<file path="src/rtl/fetch_pkg.sv">
// Shared definitions for the fetch stage: the run/halt state encoding and the
// default widths used by fetch_unit and branch_target_lut.
package fetch_pkg;

  localparam int unsigned DEF_PC_WIDTH  = 32;
  localparam int unsigned DEF_TGT_WIDTH = 12;
  localparam int unsigned DEF_LUT_IDX_W = 5;
  localparam int unsigned DEF_CNT_WIDTH = 16;
  localparam int unsigned DEF_START_PC  = 0;

  typedef enum logic [1:0] {
    IDLE   = 2'd0,
    RUN    = 2'd1,
    HALTED = 2'd2
  } state_t;

endpackage

</file>
<file path="src/rtl/branch_target_lut.sv">
// Branch-target register file: 2**IDX_W entries of TGT_WIDTH bits.
// Ports:
//   clk, reset        rising-edge clock, asynchronous active-low clear (all entries -> 0)
//   we, waddr, wdata  synchronous write port
//   raddr, rdata      combinational read port; a same-edge write is not visible
//                     until after the edge, so a concurrent read sees the old value
module branch_target_lut
  import fetch_pkg::*;
#(
  parameter int unsigned IDX_W     = DEF_LUT_IDX_W,
  parameter int unsigned TGT_WIDTH = DEF_TGT_WIDTH
) (
  input  logic                 clk,
  input  logic                 reset,
  input  logic                 we,
  input  logic [IDX_W-1:0]     waddr,
  input  logic [TGT_WIDTH-1:0] wdata,
  input  logic [IDX_W-1:0]     raddr,
  output logic [TGT_WIDTH-1:0] rdata
);

  localparam int unsigned Entries = 2 ** IDX_W;

  logic [TGT_WIDTH-1:0] mem_q [Entries];

  always_ff @(posedge clk or negedge reset) begin
    if (!reset) begin
      for (int i = 0; i < Entries; i++) begin
        mem_q[i] <= '0;
      end
    end else if (we) begin
      mem_q[waddr] <= wdata;
    end
  end

  assign rdata = mem_q[raddr];

endmodule

</file>
<file path="src/rtl/fetch_unit.sv">
// Program-counter / fetch-control stage feeding instruction memory.
// Ports:
//   clk, reset            rising-edge clock, asynchronous active-low reset
//   start                 pulse: (re)launch from IDLE or HALTED at START_PC
//   stall                 hold PC and count (RUN only)
//   branch_taken/_idx     redirect PC to lut[branch_idx] (RUN only)
//   halt_req              current instruction is HALT; retire it and stop
//   lut_we/_waddr/_wdata  branch-target LUT write, honoured in any state
//   current_pc            PC presented to instruction memory
//   fetch_valid           state is RUN
//   done                  state is HALTED
//   instr_count           saturating count of instructions retired since start
module fetch_unit
  import fetch_pkg::*;
#(
  parameter int unsigned            PC_WIDTH  = DEF_PC_WIDTH,
  parameter int unsigned            TGT_WIDTH = DEF_TGT_WIDTH,
  parameter int unsigned            LUT_IDX_W = DEF_LUT_IDX_W,
  parameter logic [PC_WIDTH-1:0]    START_PC  = PC_WIDTH'(DEF_START_PC),
  parameter int unsigned            CNT_WIDTH = DEF_CNT_WIDTH
) (
  input  logic                 clk,
  input  logic                 reset,
  input  logic                 start,
  input  logic                 stall,
  input  logic                 branch_taken,
  input  logic [LUT_IDX_W-1:0] branch_idx,
  input  logic                 halt_req,
  input  logic                 lut_we,
  input  logic [LUT_IDX_W-1:0] lut_waddr,
  input  logic [TGT_WIDTH-1:0] lut_wdata,
  output logic [PC_WIDTH-1:0]  current_pc,
  output logic                 fetch_valid,
  output logic                 done,
  output logic [CNT_WIDTH-1:0] instr_count
);

  localparam logic [PC_WIDTH-1:0]  PcOne  = PC_WIDTH'(1);
  localparam logic [CNT_WIDTH-1:0] CntOne = CNT_WIDTH'(1);

  state_t               state_q, state_d;
  logic [PC_WIDTH-1:0]  pc_q, pc_d;
  logic [CNT_WIDTH-1:0] cnt_q, cnt_d;
  logic [CNT_WIDTH-1:0] cnt_inc;
  logic [TGT_WIDTH-1:0] lut_rdata;

  branch_target_lut #(
    .IDX_W     (LUT_IDX_W),
    .TGT_WIDTH (TGT_WIDTH)
  ) u_lut (
    .clk   (clk),
    .reset (reset),
    .we    (lut_we),
    .waddr (lut_waddr),
    .wdata (lut_wdata),
    .raddr (branch_idx),
    .rdata (lut_rdata)
  );

  // Saturate rather than wrap so a long run never reports a small count.
  assign cnt_inc = (cnt_q == '1) ? cnt_q : cnt_q + CntOne;

  always_comb begin
    state_d = state_q;
    pc_d    = pc_q;
    cnt_d   = cnt_q;
    unique case (state_q)
      IDLE, HALTED: begin
        if (start) begin
          state_d = RUN;
          pc_d    = START_PC;
          cnt_d   = '0;
        end
      end
      RUN: begin
        if (halt_req) begin
          state_d = HALTED;
          cnt_d   = cnt_inc;
        end else if (stall) begin
          // hold PC and count
        end else if (branch_taken) begin
          pc_d  = PC_WIDTH'(lut_rdata);
          cnt_d = cnt_inc;
        end else begin
          pc_d  = pc_q + PcOne;
          cnt_d = cnt_inc;
        end
      end
      default: begin
        state_d = IDLE;
        pc_d    = START_PC;
        cnt_d   = '0;
      end
    endcase
  end

  always_ff @(posedge clk or negedge reset) begin
    if (!reset) begin
      state_q <= IDLE;
      pc_q    <= START_PC;
      cnt_q   <= '0;
    end else begin
      state_q <= state_d;
      pc_q    <= pc_d;
      cnt_q   <= cnt_d;
    end
  end

  assign current_pc  = pc_q;
  assign fetch_valid = (state_q == RUN);
  assign done        = (state_q == HALTED);
  assign instr_count = cnt_q;

endmodule

</file>
<file path="config.mk">
export PLATFORM = sky130hd
export DESIGN_NAME = fetch_unit
export DESIGN_NICKNAME = d
export VERILOG_FILES = /design/src/rtl/fetch_pkg.sv /design/src/rtl/branch_target_lut.sv /design/src/rtl/fetch_unit.sv
export SDC_FILE = /design/constraint.sdc
export NUM_CORES = 1
export LEC_CHECK = 0
export BUFFER_PORTS_ARGS = -buffer_cell sky130_fd_sc_hd__buf_4
export CORE_MARGIN = 2
export CORE_UTILIZATION = 45
export DETAILED_ROUTE_END_ITERATION = 10
export PLACE_DENSITY_LB_ADDON = 0.3
export SLEW_MARGIN = 25
export SYNTH_ARGS = -nofsm -noshare
export SYNTH_HDL_FRONTEND = slang
export SYNTH_SLANG_ARGS = --single-unit
</file>
<file path="constraint.sdc">
create_clock -name clk -period 3.7 [get_ports clk]
set_input_delay 0 -clock clk [delete_from_list [all_inputs] [get_ports clk]]
set_output_delay 0 -clock clk [all_outputs]
set_load 0.05 [all_outputs]
</file>
# Word-level counts from Yosys, hierarchy flattened
# Cells that the tools add are included.
# word_totals
ff_bits,434
inputBits,29
out_inout_bits,50
word_cells,75
# op_classes
addsub,2
magnitude_cmp,3
n_eq_ne,8
muxes,19
bitwise_logic,2
reduce_logical,6
# op_table
operator,count
$bwmux 384,1
$mux 32,4
$mux 16,4
$pmux 32 s2,1
$bmux 12 s5,1
$demux 12 s5,1
$mux 12,3
$add 32x1->32 const B,1
$pmux 16 s2,1
$add 16x1->16 const B,1
$eq 16x16->1 const B,1
$ge 6x6->1 const B,2
$not 5->6,2
$ne 2x2->1 const B,4
$lt 6x1->1 const B,1
$mux 2,2
$pmux 2 s2,1
$reduce_and 2->1,2
$ne 3x3->1 const B,1
$reduce_and 3->1,1
$eq 2x1->1 const B,1
$eq 2x2->1 const B,1
$logic_not 2->1,1
$reduce_or 2->1,1
$logic_and 1x1->1,1

# Logic depth before layout (Yosys ltp)
# Gate-level depths: netlist of the first run.
# depth
word_depth,8
depth_mapped,9
depth_no_buf,6

# Hierarchy
# A second synthesis of the first run with hierarchy kept.
# unflattened
cells_unflattened,1662
hier_area_um2,21115.3
# by_module_without_submodules
module,instances,cells_per_inst,area_each_um2,seq_area_each_um2
branch_target_lut,1,1311,18003.5,9609.2
fetch_unit,1,351,3111.7,1251.2

# Least setup slack after synthesis of the first run
# Ideal clock, no wire load.
# synth_timing
path_kind,reg-to-reg
startpoint,register cnt_q[0] (netlist: instr_count[0])
endpoint,register cnt_q[7] (netlist: instr_count[7])
setup_time_ns,0.078
arrival_time_ns,2.118
required_ns,3.622
setup_slack_ns,1.504
path_stages_with_launch,8
n_path_buf,1
period_less_slack_ns,2.196
cell_sequence,dfrtp_1 ha_1 nand2_1 or4_1 o21ai_1 buf_2 o31ai_1 a21oi_1
# synth_between
elab_chain_cells,5
word_cells_on_any_way,6
classes_between,1 x add/sub; 1 x eq/ne; 4 x mux
# synth_rtl
item,line,source
from (decl),fetch_unit.sv:43,"logic [CNT_WIDTH-1:0] cnt_q, cnt_d;"
from (signal assigned),fetch_unit.sv:105,cnt_q <= cnt_d;
$add 16x1->16 / $eq 16x16->1 (equally long branches),fetch_unit.sv:61,assign cnt_inc = (cnt_q == '1) ? cnt_q : cnt_q + CntOne;
$mux 16 *,fetch_unit.sv:61,
$mux 16,fetch_unit.sv:79,end else if (stall) begin
$mux 16 *,fetch_unit.sv:76,if (halt_req) begin
$pmux 16 s2 *,fetch_unit.sv:67,unique case (state_q)
# Every way passes the cells marked *; elsewhere a longest branch is shown, timed or not. The select of a mux whose other input is x is not followed.
# A chain may end at the register's enable or synchronous reset.

# Worst setup path after layout of the first run
# layout_timing
startpoint,register state_q[0]
endpoint,register pc_q[10] (netlist: current_pc[10])
# layout_between
elab_chain_cells,4
word_cells_on_any_way,9
classes_between,5 x eq/ne; 1 x mux; 3 x reduce/logical
# layout_rtl
item,line,source
from (decl),fetch_unit.sv:41,"state_t state_q, state_d;"
from (signal assigned),fetch_unit.sv:103,state_q <= state_d;
$eq 2x2->1 / $logic_not 2->1 (equally long branches),fetch_unit.sv:67,
$reduce_or 2->1,fetch_unit.sv:67,
$ne 2x2->1 (no line),--,
$reduce_and 3->1 (no line),--,
to (signal assigned),fetch_unit.sv:104,pc_q <= pc_d;
to (decl),fetch_unit.sv:42,"logic [PC_WIDTH-1:0] pc_q, pc_d;"
# Parallel ways exist; a longest one is shown, timed or not.

==> results_dict.tcl, run 1 <==
set metrics [dict create \
    timing.fmax_ghz 0.345 \
    drtIter0Drc 1294 \
    min_period_over_period 0.783 \
    final_cell_mix "dfrtp_1, mux2_2, mux2_1" \
    portBuffers 78 \
    yosysSeqAreaShare 0.535 \
    grt_overflow_total 0 \
    drv_slew 0 \
    r2r-start "state_q[0]" \
    area_growth_pct 14.3 \
    drtAntennaViolNets 0 \
    finClkSkew_ns 0.0252 \
    irDropWorstVdd_mv 0.332 \
    path_cells "nand2b_1 > inv_2 > nand3_1 > a31oi_1 > o211ai_1 > dlygate4sd3_1 > o21ai_1" \
    final_common_cell "dfrtp_1" \
    max_slew_margin 0.313 \
    grt_antenna_before_repair 4 \
    grtUsageMet2 0.354 \
    report.final.hold_viol_count 0 \
    powerDensity_mw_per_mm2 558 \
    gp_congestion 0.850 \
    postSynthCellCount 1423 \
    synth.area.mux_share 0.335 \
    hpwl_mm 32.2 \
    critPathRequiredTime_ns 4.20 \
    use_met1 0.319 \
    cts_resized 0 \
    worstMarginPinSlew_ns 1.03 \
    start_kind "flip-flop" \
    cp-startpoint "state_q[0]" \
    ys_types 59 \
    clock_path_buffers 3 \
    synth_area_leaders "dfrtp_1, mux2_2, mux4_2, mux2_1, clkbuf_1" \
    maxCapViolations 0 \
    ys.flop_type "dfrtp_1" \
    cts_root_buffer "clkbuf_16" \
    synthArstFlopShare 1.00 \
    grt_pass1_wl_mm 80.4 \
    synth_fa_ha_area_frac 0.00123 \
    clk_pin_slew_worst_paths_ns 0.06 \
    start_util 0.457 \
    rsz0062_at_grt "no" \
    finalWorstSetupSlack_ns 0.802 \
    post-route-util 0.522 \
    cp_max_fo 12 \
    core_sq_mm 0.0444 \
    synth_top_area_cell "dfrtp_1" \
    drt-total-wl_mm 51.4 \
    grt_max_degree 104 \
    end_kind "flip-flop" \
    syn_area_sq_mm 0.0203 \
    routedWlPerCell_um 24.3 \
    use_met3 0.0472 \
    drive_above_1_share 0.336 \
    busiest_layer "met2" \
    synth_warnings 0 \
    synth-seq-cells 434 \
    synth-compound-area-share 0.0432 \
    die_w_um 216 \
    dieArea_sq_mm 0.0468 \
    critical-path-max-stage-delay_ns 0.60 \
    cts_tree "yes" \
    arrival_ns 3.40 \
    criticalPathCategory "reg2reg" \
    synth_top_family_by_area "multiplexers" \
    final.setup.tns_ns 0 \
    die_y_um 216 \
    min_period_ns 2.90 \
    hp-class "in2async" \
    vias_per_cell 5.98 \
    cts_htree_levels 2 \
    synth_edf_count 0 \
    drc 0 \
    syn_area_per_cell_sq_um 14.3 \
    synth_top_area_share 0.535 \
    ioPinCount 79 \
    setup_violations 0 \
    rows 77 \
    vias 12614 \
    synth_nets 1454 \
    clock_latency_ns 0.59 \
    cts_buffers 47 \
    yosys.area_share.simple 0.0545 \
    grt_pass1_vias 13030 \
    dr.pass1.iters 5 \
    p_leak_nw 10.3 \
    synth_xor_area_frac 0.00475 \
    worst_path_max_delay_cell "nand3_1" \
    status "finished, final reports clean" \
    cts_sinks 434 \
    post-place-ws_ns 1.23 \
    grt_usage 0.225 \
    final_nets 1510 \
]
==> worst max-delay path, delay by kind of cell (launching register included) <==
kind | cells | cell delay [ns]
AND/OR/NAND/NOR | 2 | 0.88
buffers and inverters | 2 | 0.76
AO/OA/AOI/OAI | 3 | 0.67
flip-flops | 1 | 0.51
==> repair_timing <==
item / in CTS / in global routing
hold buffers: 21 / 0
setup buffers: 0 / 0
setup endpoints to repair: 0 / 0
endpoints found under the hold margin: 453 / 0
==> through the flow <==
stage | cell area (sq um) | instances | total power (W) | hold WS (ns)
after global routing | 23200 | 2108 | 0.0135 | 0.170
after floorplan | 20300 | 1423 | 0.00745 | -0.296
after detailed placement | 21400 | 2001 | 0.00814 | 0.120
after global placement | 21400 | 2001 | 0.00804 | 0.114
after CTS | 23200 | 2108 | 0.0130 | 0.107
final | 23200 | 2109 | 0.0129 | 0.0450
==> final timing paths <==
path / end / slack (ns) / cells after the start
max: current_pc[10] / 0.80 / 7
min: current_pc[19] / 0.04 / 2
max reg2reg: current_pc[10] / 0.80 / 7
min reg2reg: u_lut.mem_q[113] / 0.48 / 1
max in group asynchronous: u_lut.mem_q[51] / 2.64 / 3
min in group clk: current_pc[4] / 0.23 / 3
==> cell type report <==
cell class / instances / area [sq um]
inverter: 7 / 26.3
clock buffer: 71 / 1430
fill: 3648 / 21200
timing repair buffer: 120 / 1030
clock inverter: 15 / 189
multi-input combinational: 869 / 8930
antenna: 1 / 2.50
tap: 592 / 741
sequential: 434 / 10900
==> cell families after synthesis <==
family                     count (synthesis)
muxes                                    509
DFF                                      434
and+or+nand+nor                          218
AOI/OAI and AO/OA                        129
buffers and inverters                    120
xor gates and xnor gates                  11
adders and majority gates                  2
==> cells in the mapped netlist (18+ instances only) <==
cell type and count:
a21oi_1 18, buf_2 21, clkbuf_1 75, dfrtp_1 434, mux2_1 166, mux2_2 218, mux2i_1 27, mux4_2 97
nand2_1 60, nand3_1 37, nor2_1 41, o21ai_0 24
==> power breakdown <==
| part | switching [W] | internal, W |
|---|---|---|
| clock network | 0.00192 | 0.00294 |
| registers | 0.000451 | 0.00559 |
| logic | 0.000943 | 0.00110 |
| total | 0.00332 | 0.00962 |
==> state kept, by name, indices dropped and copies added, names as in the netlist <==
signal / flops
u_lut.mem_q: 384
current_pc: 32
instr_count: 16
state_q: 2
==> metal layers <==
layer	vias to the layer above	part of all wire
li1	5447	-
met1	6710	0.44
met2	377	0.47
met5	-	0.00064
met4	4	0.023
met3	76	0.066
Power figures use the tool's default switching activity.
==> run 2, diff against run 1 <==
==> constraint.sdc (replaced) <==
create_clock -name clk -period 2.7 [get_ports clk]
set_input_delay 0 -clock clk [delete_from_list [all_inputs] [get_ports clk]]
set_output_delay 0 -clock clk [all_outputs]
set_load 0.05 [all_outputs]
==> run 2 against run 1 <==
Total power is 35% higher; cell count grew 1.3%; global-route usage rose by 0.11 points; hold slack better by 0.0099 ns; fmax up 28%; sequential power grew 37%; largest cell class unchanged; clock-buffer cell count decreased by 4; cell area up 0.76%.
==> results_dict.tcl, run 2 (same netlist as run 1, synthesis figures left out) <==
set metrics [dict create \
    vias_per_cell 6.02 \
    clkPwrFrac 0.363 \
    area_growth_pct 15.2 \
    drt-total-wl_mm 52.3 \
    dr.pass1.iters 5 \
    stdcell_area_sq_mm 0.0234 \
    n_fill_cell 3672 \
    clock_path_buffers 3 \
    grt_usage 0.226 \
    finClkSkew_ns 0.0200 \
    p_leak_nw 10.5 \
    pwr-share-seq 0.475 \
    report.final.hold_viol_count 0 \
    portBuffers 78 \
    internal-power_w 0.0130 \
    clock_latency_ns 0.58 \
    place_area_sq_mm 0.0217 \
    cts_tree "yes" \
    regMostFlops "u_lut.mem_q" \
    cts_resized 0 \
    drtAntennaViolNets 0 \
    rsz0062_at_grt "no" \
    maxCapViolations 0 \
    grt_pass1_vias 13125 \
    critPathRequiredTime_ns 3.18 \
    grt_antenna_before_repair 0 \
    timing.fmax_ghz 0.440 \
    cts_sinks 434 \
    min_period_ns 2.27 \
    final_cell_mix "dfrtp_1, mux2_2, mux2_1" \
    worstMarginPinSlew_ns 0.987 \
    hpwl_mm 33.0 \
    setup_violations 0 \
    grt_max_degree 96 \
    drive_above_1_share 0.340 \
    powerDensity_mw_per_mm2 745 \
    cts_htree_levels 2 \
    p_sw_frac 0.256 \
    max_slew_margin 0.340 \
    ioPinCount 79 \
    diodes 0 \
    gp_congestion 0.823 \
    core_sq_mm 0.0444 \
    end_kind "flip-flop" \
    start_kind "flip-flop" \
    routedWlPerCell_um 24.5 \
    die_y_um 216 \
    min_period_over_period 0.842 \
    clk_pin_slew_worst_paths_ns 0.06 \
    irDropWorstVdd_mv 0.522 \
    drtIter0Drc 1198 \
    cp_max_fo 6 \
    hp-class "in2async" \
    criticalPathCategory "reg2reg" \
    cts_buffers 46 \
    power.switching_w 0.00446 \
    largest_register_ffs 384 \
    rows 77 \
    final.setup.tns_ns 0 \
    grt_pass1_wl_mm 80.7 \
    vias 12866 \
    power.share.combinational 0.161 \
    final_common_cell "dfrtp_1" \
    dieArea_sq_mm 0.0468 \
    status "finished, final reports clean" \
    final_nets 1546 \
    arrival_ns 2.75 \
    cts_root_buffer "clkbuf_16" \
    start_util 0.457 \
    drv_slew 0 \
    drc 0 \
    grt_overflow_total 0 \
    die_w_um 216 \
]
==> run 2: through the flow <==
stage               power, W  utilization  hold WS (ns)  setup WS [ns]  cells
floorplan             0.0102            -        -0.296          0.504   1423
global placement      0.0110        0.488        0.0893          0.588   2038
detailed placement    0.0112        0.488        0.0985          0.558   2038
CTS                   0.0176        0.526        0.0734          0.541   2136
global route          0.0182        0.526         0.111          0.373   2136
finish                0.0174        0.526        0.0549          0.427   2136
==> run 2: repair_timing <==
action	in CTS	in global routing
setup buffers	0	0
hold endpoints to repair	494	0
hold buffers	21	0
==> run 2: critical path: stages, from the launching register on <==
cell	delay (ns)
dfrtp_1	0.59
nand3_1	0.23
nor2_1	0.54
nand2_1	0.17
or4_1	0.49
o211ai_1	0.16
==> run 2: layout make-up <==
| cell class | count | area [sq um] | area share |
|---|---|---|---|
| clock buffer | 67 | 1360 | 0.0583 |
| clock inverter | 10 | 125 | 0.00535 |
| inverter | 7 | 26.3 | 0.00112 |
| multi-input combinational | 869 | 8910 | 0.381 |
| sequential | 434 | 10900 | 0.465 |
| tap | 592 | 741 | 0.0317 |
| timing repair buffer | 157 | 1360 | 0.0580 |
==> run 2: final timing paths <==
path                               endpoint            start  cells past startpoint  slack (ns)
hold / removal               instr_count[6]            reset                      2        0.05
max in group asynchronous  u_lut.mem_q[367]            reset                      3        1.68
setup / recovery             current_pc[31]    current_pc[1]                      5        0.43
min in group clk           u_lut.mem_q[133]     lut_waddr[4]                      4        0.13
setup reg to reg             current_pc[31]    current_pc[1]                      5        0.43
hold reg to reg             u_lut.mem_q[18]  u_lut.mem_q[18]                      1        0.48
==> run 2: power by group through the flow <==
stage | Clock, W | Sequential, W | Combinational (W)
3_5_place_dp | 0 | 0.00838 | 0.00279
5_1_grt | 0.00671 | 0.00842 | 0.00303
4_1_cts | 0.00645 | 0.00827 | 0.00283
2_1_floorplan | 0 | 0.00823 | 0.00198
3_3_place_gp | 0 | 0.00832 | 0.00271
6_report | 0.00633 | 0.00828 | 0.00281
==> run 2: layer usage <==
layer,vias to the layer above,track usage,share of wire
li1,5507,-,-
met1,6862,0.322,0.44
met5,-,0,0
met3,73,0.0500,0.071
met4,0,0.0614,0.022
met2,424,0.352,0.46
==> run 3, diff against run 2 <==
--- a/config.mk
+++ b/config.mk
@@ -5,6 +5,7 @@
 export SDC_FILE = /design/constraint.sdc
 export NUM_CORES = 1
 export LEC_CHECK = 0
+export ABC_AREA = 1
 export BUFFER_PORTS_ARGS = -buffer_cell sky130_fd_sc_hd__buf_4
 export CORE_MARGIN = 2
 export CORE_UTILIZATION = 45
==> constraint.sdc (replaced) <==
create_clock -name clk -period 2 [get_ports clk]
set_input_delay 0 -clock clk [delete_from_list [all_inputs] [get_ports clk]]
set_output_delay 0 -clock clk [all_outputs]
set_load 0.05 [all_outputs]
==> run 3 against run 2 <==
Clock power is 38% higher; first-iteration DRC count is 70% higher; critical path depth is 4 higher; flip-flop and latch count stayed put; fmax is 23% higher; setup slack worse by 0.28 ns; hold slack worse by 0.039 ns; via count is 40% higher; clock skew is 0.011 ns lower; cell area is 1.1% higher; highest routed layer unchanged; sequential power is 36% higher; core utilization is 0.24 points lower.
==> results_dict.tcl, run 3 <==
set metrics [dict create \
    p_leak_nw 10.9 \
    synth-seq-cells 434 \
    r2r_slack_ns 0.15 \
    final_nets 2648 \
    worst-path-buf-inv 1 \
    core_sq_mm 0.0451 \
    ioPinCount 79 \
    min_period_over_period 0.926 \
    max_slew_margin 0.435 \
    ff2ff_path_depth 9 \
    grt_max_degree 107 \
    drc 0 \
    arrival_ns 2.31 \
    drive_above_1_share 0.108 \
    start_util 0.454 \
    clock_path_buffers 3 \
    setup_violations 0 \
    synth_nets 2600 \
    start_kind "flip-flop" \
    worst_path_max_delay_cell "dlygate4sd3_1" \
    r2r-start "u_lut.mem_q[168]" \
    reg2reg_to "current_pc[0]" \
    grt_antenna_before_repair 0 \
    drv_slew 0 \
    n_fill_cell 4296 \
    fin_cells 3250 \
    drtAntennaViolNets 0 \
    dieArea_sq_mm 0.0472 \
    synth_top_area_cell "dfrtp_1" \
    synthArstFlopShare 1.00 \
    synth_warnings 0 \
    cp_max_fo 2 \
    final_common_cell "nand2_1" \
    drtIter0Drc 2031 \
    diodes 0 \
    min_period_ns 1.85 \
    grt_pass1_vias 17039 \
    synth_most_common_cell "nand2_1" \
    vias_per_cell 5.54 \
    critical-path-max-stage-delay_ns 0.56 \
    yosysSeqAreaShare 0.531 \
    worstMarginPinSlew_ns 0.843 \
    clock_latency_ns 0.58 \
    grt_pass1_wl_mm 94.0 \
    cp.depth 9 \
    gp_congestion 0.895 \
    place_inst 3147 \
    syn_area_per_cell_sq_um 7.96 \
    ys_types 45 \
    cts_htree_levels 2 \
    min_path_cells 4 \
    min_to "u_lut.mem_q[210]" \
    rsz0062_at_grt "yes" \
    drt-total-wl_mm 58.4 \
    die_y_um 217 \
    synth_edf_count 0 \
    vias 18014 \
    finClkSkew_ns 0.00850 \
    largest_register_ffs 384 \
    rows 78 \
    synth_top_area_share 0.531 \
    finalWorstSetupSlack_ns 0.148 \
    synth_area_leaders "dfrtp_1, nand2_1, o21ai_0, nand3_1, nor2_1" \
    grt_overflow_total 0 \
    cts_buffers 48 \
    crit_family "buffers and inverters" \
    status "finished, final reports clean" \
    syn_area_sq_mm 0.0205 \
    end_kind "flip-flop" \
    maxCapViolations 0 \
    cts_sinks 434 \
    dr.pass1.iters 6 \
    area_growth_pct 15.5 \
    path_cells "o21ai_0 > o22ai_1 > nand2_1 > nand2_1 > nand2_1 > nand3_1 > dlygate4sd3_1 > nand3_1 > nand2_1" \
    crit_path_frequent_cell "nand2_1" \
    portBuffers 78 \
    postSynthCellCount 2569 \
    timing.fmax_ghz 0.540 \
    min_from "lut_wdata[6]" \
    routedWlPerCell_um 18.0 \
    hpwl_mm 36.4 \
    irDropWorstVdd_mv 0.639 \
    ys.flop_type "dfrtp_1" \
    final.setup.tns_ns 0 \
    criticalPathCategory "reg2reg" \
    clk_pin_slew_worst_paths_ns 0.06 \
    regMostFlops "u_lut.mem_q" \
    post-place-ws_ns 0.122 \
    report.final.hold_viol_count 0 \
    cts_tree "yes" \
    grt_usage 0.251 \
    netlist_top_cells_count "nand2_1, o21ai_0, dfrtp_1, nand3_1, nor2_1" \
    critPathRequiredTime_ns 2.46 \
    hp-class "in2reg" \
    cts_root_buffer "clkbuf_16" \
    final_cell_mix "nand2_1, o21ai_0, dfrtp_1" \
    die_w_um 217 \
    powerDensity_mw_per_mm2 1040 \
]
==> run 3: changes by cell type after synthesis, moves of 97 or more <==
cell	previous run	this run
nand3_1	37	194
mux4_2	97	0
nor2_1	41	194
mux2_2	218	0
mux2_1	166	0
o21ai_0	24	438
nand2_1	60	750
==> run 3: worst reg2reg max path, stage by stage (launching register included) <==
cell	delay, ns
dfrtp_1	0.38
o21ai_0	0.17
o22ai_1	0.12
nand2_1	0.09
nand2_1	0.13
nand2_1	0.09
nand3_1	0.07
dlygate4sd3_1	0.56
nand3_1	0.08
nand2_1	0.05
==> run 3: report_power, final <==
| part | total (W) | leakage (nW) | internal [W] | switching, W |
|---|---|---|---|---|
| Combinational | 0.00444 | 4.50 | 0.00160 | 0.00284 |
| Sequential | 0.0113 | 5.60 | 0.0104 | 0.000900 |
| Clock | 0.00875 | 0.763 | 0.00523 | 0.00352 |
| Total | 0.0245 | 10.9 | 0.0172 | 0.00726 |
==> run 3: kinds of logic (layout without fill, tap and decap cells) <==
kind of cell / Yosys count / count (layout) / share of synthesized area
simple gates: 1195 / 1195 / 0.241
xor+xnor: 12 / 12 / 0.00514
flops: 434 / 434 / 0.531
buf+inv: 292 / 373 / 0.0601
compound gates: 634 / 634 / 0.161
fa+ha+maj: 2 / 2 / 0.00122
==> run 3: stage by stage <==
stage / util / power [W] / cell area, sq um / hold WS, ns
global route: 0.524 / 0.0258 / 23600 / 0.0313
floorplan: - / 0.0142 / 20500 / -0.296
detailed placement: 0.484 / 0.0157 / 21800 / -0.109
CTS: 0.523 / 0.0246 / 23600 / 0.00170
global placement: 0.484 / 0.0155 / 21800 / -0.102
finish: 0.524 / 0.0245 / 23600 / 0.0159
==> run 3: layout make-up <==
type	count	area, sq um	area share
Inverter	108	415	0.0176
Sequential cell	434	10900	0.460
Clock inverter	13	149	0.00630
Tap cell	600	751	0.0318
Multi-Input combinational cell	1843	8390	0.355
Clock buffer	70	1410	0.0595
Timing Repair Buffer	182	1650	0.0698
==> run 3: repair_timing <==
item / CTS / global route
hold buffers: 18 / 0
setup buffers: 0 / 2
endpoints found under the hold margin: 518 / 0
gates resized for setup: 0 / 13
setup endpoints to repair: 0 / 17
==> run 3: worst max path at each step <==
stage / start / endpoint / slack [ns]
after global placement: lut_we / u_lut.mem_q[181] / 0.18
after CTS: instr_count[1] / instr_count[12] / 0.1
final: u_lut.mem_q[168] / current_pc[0] / 0.15
after global routing: current_pc[0] / current_pc[28] / -0.0003
after detailed placement: instr_count[0] / instr_count[12] / 0.12
after floorplan: current_pc[2] / current_pc[27] / 0.04
==> run 3: routing by layer <==
metal,track usage,part of all wire
met1,0.348,0.44
met2,0.398,0.45
met3,0.0368,0.069
met4,0.103,0.036
met5,0,0
